==> config.mk <==
export PLATFORM = sky130hd
export DESIGN_NAME = branch_ctrl
export DESIGN_NICKNAME = d
export VERILOG_FILES = /design/src/rtl/branch_ctrl.sv
export SDC_FILE = /design/constraint.sdc
export NUM_CORES = 1
export LEC_CHECK = 0
export ABC_AREA = 1
export BUFFER_PORTS_ARGS = -buffer_cell sky130_fd_sc_hd__clkbuf_2
export CAP_MARGIN = 5
export CORE_AREA = 2 2 72 126
export CTS_CLUSTER_DIAMETER = 150
export DETAILED_ROUTE_END_ITERATION = 12
export DIE_AREA = 0 0 74 128
export PLACE_DENSITY = 0.89
export SETUP_SLACK_MARGIN = 0.05
export SYNTH_ARGS = -nofsm -noshare
export SYNTH_HDL_FRONTEND = slang
export SYNTH_SLANG_ARGS = --single-unit
==> constraint.sdc <==
create_clock -name clk -period 2.8 [get_ports clk]
set_input_delay 0.28 -clock clk [delete_from_list [all_inputs] [get_ports clk]]
set_output_delay 0.28 -clock clk [all_outputs]
set_load 0.02 [all_outputs]
==> src/rtl/branch_ctrl.sv <==
// ID-stage branch/jump sequencer: holds the front end on compare-operand hazards,
// issues the PC redirect on resolution, tracks the delay slot and counts branches.
module branch_ctrl #(
  parameter int CNT_W = 32
) (
  input  logic             clk,
  input  logic             rst,
  input  logic             id_valid,
  input  logic             id_is_branch,
  input  logic             id_is_jump,
  input  logic [4:0]       id_rs,
  input  logic [4:0]       id_rt,
  input  logic             id_uses_rt,
  input  logic             ex_wreg,
  input  logic [4:0]       ex_waddr,
  input  logic             mem_wreg,
  input  logic [4:0]       mem_waddr,
  input  logic             mem_is_load,
  input  logic             taken,
  input  logic [31:0]      target,
  input  logic             pipe_stall,
  output logic             stall_req,
  output logic             pc_redirect,
  output logic [31:0]      redirect_addr,
  output logic             in_delay_slot,
  output logic [CNT_W-1:0] branch_cnt,
  output logic [CNT_W-1:0] taken_cnt
);

  typedef enum logic [1:0] {IDLE, WAIT, SLOT} state_e;

  state_e           state_q, state_d;
  logic [CNT_W-1:0] branch_cnt_q, branch_cnt_d;
  logic [CNT_W-1:0] taken_cnt_q, taken_cnt_d;

  logic ctl, rs_haz, rt_haz, hazard, resolve;

  assign ctl = id_valid && (id_is_branch || id_is_jump);

  // EX results are never forwarded to the compare; MEM results are, unless still a load.
  assign rs_haz = (id_rs != 5'd0) &&
                  ((ex_wreg && (ex_waddr == id_rs)) ||
                   (mem_wreg && mem_is_load && (mem_waddr == id_rs)));
  assign rt_haz = (id_rt != 5'd0) &&
                  ((ex_wreg && (ex_waddr == id_rt)) ||
                   (mem_wreg && mem_is_load && (mem_waddr == id_rt)));
  assign hazard = ctl && id_is_branch && (rs_haz || (id_uses_rt && rt_haz));

  // NOTE: every output of this block gets a default first so no path infers a latch.
  always_comb begin
    state_d   = state_q;
    stall_req = 1'b0;
    resolve   = 1'b0;
    unique case (state_q)
      IDLE, WAIT: begin
        if (ctl) begin
          if (hazard) begin
            stall_req = 1'b1;
            if (!pipe_stall) state_d = WAIT;
          end else if (!pipe_stall) begin
            resolve = 1'b1;
            state_d = SLOT;
          end
        end else if (!pipe_stall) begin
          state_d = IDLE;
        end
      end
      SLOT: begin
        if (id_valid && !pipe_stall) state_d = IDLE;
      end
      default: state_d = IDLE;
    endcase

    pc_redirect   = resolve && (id_is_jump || taken);
    redirect_addr = pc_redirect ? target : 32'd0;

    branch_cnt_d = branch_cnt_q + (resolve ? CNT_W'(1) : CNT_W'(0));
    taken_cnt_d  = taken_cnt_q + (pc_redirect ? CNT_W'(1) : CNT_W'(0));
  end

  // NOTE: state is updated with non-blocking assignments so all registers see pre-edge values.
  always_ff @(posedge clk) begin
    if (rst) begin
      state_q      <= IDLE;
      branch_cnt_q <= '0;
      taken_cnt_q  <= '0;
    end else begin
      state_q      <= state_d;
      branch_cnt_q <= branch_cnt_d;
      taken_cnt_q  <= taken_cnt_d;
    end
  end

  assign in_delay_slot = (state_q == SLOT);
  assign branch_cnt    = branch_cnt_q;
  assign taken_cnt     = taken_cnt_q;

endmodule

* Word-level counts from Yosys, hierarchy flattened
Cells that the tools add are included.
** Storage, ports and cells
- Output and inout port bits :: 99
- Input port bits :: 63
- Flip-flop bits (word level) :: 66
- Word-level logic and storage cells :: 54
** Cells by class
- Reductions and logical operators :: 24
- Equal/unequal tests :: 8
- Mux-type cells :: 17
- Add/subtract/negate cells :: 2
** Operators by type and width (number)
- $add A32 B1 Y32 :: 2
- $mux W32 :: 1
- $eq A5 B5 Y1 :: 4
- $logic_and A1 B1 Y1 :: 13
- $mux W2 :: 6
- $reduce_bool A5 Y1 :: 2
- $mux W1 :: 9
- $logic_or A1 B1 Y1 :: 5
- $pmux W2 S2 :: 1
- $eq A2 B1 Y1 const B :: 1
- $eq A2 B2 Y1 const B :: 1
- $logic_not A2 Y1 :: 1
- $ne A2 B1 Y1 const B :: 1
- $ne A2 B2 Y1 const B :: 1
- $reduce_and A2 Y1 :: 1
- $reduce_or A2 Y1 :: 1
- $logic_not A1 Y1 :: 1

* Depth between registers and ports, before layout
- Depth after elaboration :: 13
- Depth in mapped cells :: 23
- Gate-level depth less buffers :: 23

* Worst setup path after synthesis
Ideal clock, no wire load.
- Path type :: input-to-reg
- Start point :: input id_rt[3]
- End point :: register taken_cnt_q[22], in the netlist taken_cnt[22]
- Arrival :: 2.609 ns
- Slack :: 0.060 ns
- Path buffers :: 1
- Data required time :: 2.669 ns
- Stages on the path :: 21
- Library setup time :: 0.131 ns
- Cells stage by stage :: inv_1 nand4_1 o21ai_0 inv_1 nand2_1 nand2_1 nand2_1 nand3b_1 buf_2 inv_1 ha_1 ha_1 nand2_1 inv_2 nand3_2 nor2_2 nand2_1 nor2_2 nand2_1 nor2_1 nor3b_2
** On the way
- Longest elaborated chain between the ends :: 13
- Elaborated cells between the ends (all ways) :: 16
- Those cells by class :: 1 x add/sub; 2 x eq/ne; 4 x mux; 9 x reduce/logical
** Ends and longest elaborated chain
- start, declared :: RTL line 12 : input logic [4:0] id_rt,
- $eq A5 B5 Y1 (on tied branches) :: RTL line 45, 46
- $logic_and A1 B1 Y1 (on tied branches) :: RTL line 45, 46
- $logic_or A1 B1 Y1 :: RTL line 45 : ((ex_wreg && (ex_waddr == id_rt)) ||
- $logic_and A1 B1 Y1 (*) :: RTL line 44 : assign rt_haz = (id_rt != 5'd0) &&
- $logic_and A1 B1 Y1 (*) :: RTL line 47 : assign hazard = ctl && id_is_branch && (rs_haz || (id_uses_rt && rt_haz));
- $logic_or A1 B1 Y1 (*) :: RTL line 47
- $logic_and A1 B1 Y1 (*) :: RTL line 47
- $mux W1 (*) :: RTL line 57 : if (hazard) begin
- $mux W1 (*) :: RTL line 56 : if (ctl) begin
- $mux W1 (*) :: RTL line 54 : unique case (state_q)
- $logic_and A1 B1 Y1 (*) :: RTL line 74 : pc_redirect = resolve && (id_is_jump || taken);
- named net pc_redirect :: RTL line 23 : output logic pc_redirect,
- $mux W1 (*) :: RTL line 78 : taken_cnt_d = taken_cnt_q + (pc_redirect ? CNT_W'(1) : CNT_W'(0));
- $add A32 B1 Y32 (*) :: RTL line 78
- end signal, assigned :: RTL line 90 : taken_cnt_q <= taken_cnt_d;
- end, declared :: RTL line 34 : logic [CNT_W-1:0] taken_cnt_q, taken_cnt_d;
The timed path passes the listed nets; every way through them passes the cells marked *.
A chain may end at the register's enable or synchronous reset.

* Worst setup path in the final report
- Start point :: input id_rt[3]
- End point :: register branch_cnt_q[24], in the netlist branch_cnt[24]
** On the way
- Longest elaborated chain between the ends :: 12
- Elaborated cells between the ends (all ways) :: 15
- Those cells by class :: 1 x add/sub; 2 x eq/ne; 4 x mux; 8 x reduce/logical
** Ends and longest elaborated chain
- $eq A5 B5 Y1 (on tied branches) :: RTL line 45, 46
- $logic_and A1 B1 Y1 (on tied branches) :: RTL line 45, 46
- $logic_or A1 B1 Y1 :: RTL line 45
- $logic_and A1 B1 Y1 (*) :: RTL line 44
- $logic_and A1 B1 Y1 (*) :: RTL line 47
- $logic_or A1 B1 Y1 (*) :: RTL line 47
- $logic_and A1 B1 Y1 (*) :: RTL line 47
- $mux W1 (*) :: RTL line 57
- $mux W1 (*) :: RTL line 56
- $mux W1 (*) :: RTL line 54
- $mux W1 (*) :: RTL line 77 : branch_cnt_d = branch_cnt_q + (resolve ? CNT_W'(1) : CNT_W'(0));
- $add A32 B1 Y32 (*) :: RTL line 77
- end signal, assigned :: RTL line 89 : branch_cnt_q <= branch_cnt_d;
- end, declared :: RTL line 33 : logic [CNT_W-1:0] branch_cnt_q, branch_cnt_d;
Every way passes the cells marked *; elsewhere a longest branch is shown, timed or not.

==> results.json <==
{
  "r2r_start": "state_q[1]",
  "finalSetupViolations": 0,
  "ys_top_cells_by_area": "dfxtp_1 (33%), nand2_1 (14%), inv_1 (11%)",
  "crit_top_cell": "nand2_1",
  "syn_avg_cell_area_um2": 6.15,
  "dieArea_mm2": 0.00947,
  "fin_crit_sh_pct": 85.8,
  "grt_pass1_vias": 4331,
  "syn_area_mm2": 0.00404,
  "holdPathEnd": "state_q[0]",
  "slew-limit-headroom_pct": 59.1,
  "grt_setup_unrepaired": "false",
  "end_kind": "flop",
  "worstSkewPairLatency_ns": 0.34,
  "gp_congestion": 0.992,
  "path_cells": "clkbuf_2 -> inv_1 -> nand2_1 -> nand2_1 -> nor2_1 -> nand3_1 -> nand2_1 -> nand2_1 -> nand2_1 -> nand2_1 -> nand2_1 -> inv_1 -> ha_1 -> ha_1 -> nand2_1 -> nor2_2 -> nand2_2 -> nor2_4 -> nand2_2 -> nor3_4 -> nand2_1 -> o21ai_1 -> nand2_1 -> nor2_1",
  "finalClockSkew_ns": 0.00635,
  "startpoint_type": "input port",
  "hold_viol_final": 0,
  "ir_drop_mv": 0.459,
  "grt_use_total_pct": 25.7,
  "p_leak_nw": 2.69,
  "synth_warnings": 0,
  "drc_errors": 0,
  "grt.overflow.total": 0,
  "dr_total_vias": 4671,
  "holdBufCountCts": 0,
  "cts_made_buffers": 9,
  "cap_violations": 0,
  "area_growth_pct": 31.9,
  "syn_nets": 723,
  "required_ns": 3.07,
  "finalCriticalPeriod_ns": 2.40,
  "fillers": 787,
  "antenna_found_initial": 0,
  "start_util_pct": 47.5,
  "synth-edff-count": 0,
  "synthDistinctLibCells": 36,
  "rows": 45,
  "max_freq_mhz": 416,
  "dieHeight_um": 128,
  "path_class": "in -> reg",
  "ys_seq_elements": 66,
  "worst_pin_slew_ns": 0.613,
  "powerDensity_mw_per_mm2": 443,
  "drtAntennaViolNets": 0,
  "dr.pass1.iters": 7,
  "antennaDiodeCount": 0,
  "power_w": 0.00236,
  "holdPathStages": 3,
  "slowest_delay_ns": 0.17,
  "clock-sinks": 66,
  "cts_root_buffer": "clkbuf_16",
  "drive_gt1_share_pct": 26.0,
  "grt_pass1_wl_mm": 19.0,
  "r2r_slack_ns": 0.40,
  "critical_path_peak_fanout": 4,
  "outcome": "completed",
  "yosys_most_used_dff": "dfxtp_1",
  "numPortBuffers": 161,
  "hold_class": "in -> reg",
  "routed_wirelength_mm": 11.9,
  "nets": 892,
  "setup_tns_ns": 0,
  "htreeDepth": 3,
  "slowest_stage": "ha_1",
  "vias_per_cell": 4.93,
  "reg2reg_depth": 15,
  "hold_path.startpoint": "pipe_stall",
  "synth_cells": 656,
  "drtIter0Drc": 190,
  "num_io_pins": 162,
  "dieWidth_um": 74,
  "clock_path_buffers": 2,
  "reg2reg_to": "branch_cnt[24]",
  "grt_max_degree": 47,
  "core_area_mm2": 0.00850,
  "clkTransAtPathRegs_ns": 0.05,
  "cp.arrival_ns": 2.67,
  "yosysTopAreaCellShare_pct": 32.7,
  "dp_hpwl_mm": 9.53,
  "routedWlPerCell_um": 12.6,
  "async_reset_ff_share_pct": 0,
  "cts_tree": "done",
  "ys_seq_area_share_pct": 32.7,
  "drv_slew": 0,
  "synth_area_leader_cell": "dfxtp_1"
}
==> timing repair <==
action / in CTS / in global routing
buffers inserted: 0 / 0
hold endpoints to repair: 0 / 0
gates resized for setup: 0 / 1
setup endpoints to repair: 0 / 2
==> sequential cells by signal, summed over array words and instances (netlist names) <==
register and count:
branch_cnt 32, taken_cnt 32, state_q 2
==> where the power goes <==
| part | internal (W) | switching, W | total (W) |
|---|---|---|---|
| clock network | 0.000796 | 0.000408 | 0.00120 |
| logic | 0.0000768 | 0.000130 | 0.000207 |
| registers | 0.000944 | 0.00000285 | 0.000947 |
==> how the worst max path moves through the flow <==
stage / endpoint / cells after the start / slack, ns / startpoint
global placement: branch_cnt[26] / 23 / 0.06 / id_rt[3]
floorplan: taken_cnt[22] / 21 / 0.06 / id_rt[3]
CTS: branch_cnt[24] / 15 / 0.30 / state_q[1]
detailed placement: branch_cnt[24] / 24 / 0.03 / id_rt[3]
finish: branch_cnt[24] / 24 / 0.40 / id_rt[3]
global route: branch_cnt[26] / 23 / 0.06 / id_rs[1]
==> cell families (layout without fill, tap and decap cells) <==
group                      count (synthesis)  count (layout)  share of synthesized area [%]
AOI/OAI and AO/OA                         58              58                           7.53
adders and majority gates                  4               4                           1.24
DFF                                       66              66                           32.7
buffers and inverters                    137             311                           12.9
xor gates and xnor gates                  12              12                           2.60
and+or+nand+nor                          379             379                           43.0
==> layer usage <==
layer	wire length [um]	vias up	global-route usage, %
met1	4020	2060	24.1
met5	0	-	0
met2	6540	196	48.3
li1	-	2372	-
met3	778	43	5.35
met4	550	0	15.4
==> cell type report <==
| type | count | area (um2) | area share, % |
|---|---|---|---|
| inverter | 127 | 479 | 9.00 |
| sequential | 66 | 1320 | 24.8 |
| clock inverter | 6 | 80.1 | 1.50 |
| clock buffer | 10 | 239 | 4.49 |
| tap | 117 | 146 | 2.75 |
| timing repair buffer | 168 | 858 | 16.1 |
| multi-input combinational | 453 | 2200 | 41.3 |
==> synthesized netlist by cell type, types with 5 or more instances <==
library cell	instances
o21ai_0	15
inv_1	123
nand2_1	152
nor2_4	5
clkbuf_1	6
or2_0	6
nor2_1	112
dfxtp_1	66
xor2_1	8
a21oi_1	33
nand3_1	26
nor3_1	31
nand4_1	17
nand2_2	5
nor2_2	6
==> metrics by stage <==
step | setup WS (ns) | utilization (%) | instances | instance area [um2] | hold WS (ns)
floorplan | 0.0597 | - | 656 | 4040 | 0.445
global placement | 0.0633 | 58.8 | 931 | 5000 | 0.454
detailed placement | 0.0269 | 58.8 | 931 | 5000 | 0.463
CTS | 0.299 | 62.6 | 947 | 5320 | 0.247
global route | 0.0574 | 62.6 | 947 | 5330 | 0.279
finish | 0.397 | 62.6 | 947 | 5330 | 0.257
==> worst max-delay path, delay by kind of cell <==
family,cells,cell delay (ns)
buffers and inverters,3,0.27
adder cells (fa/ha/maj),2,0.34
AO/OA/AOI/OAI,1,0.13
AND/OR/NAND/NOR,18,1.66
==> placed cells by master (no fill, tap or decap), drive strengths merged, types with 17 or more instances in the layout <==
cell	n
nand2	157
dfxtp	66
inv	127
nand3	28
nand4	17
nor2	124
o21ai	19
nor3	33
clkbuf	171
a21oi	33
(Power assumes the default switching activity.)
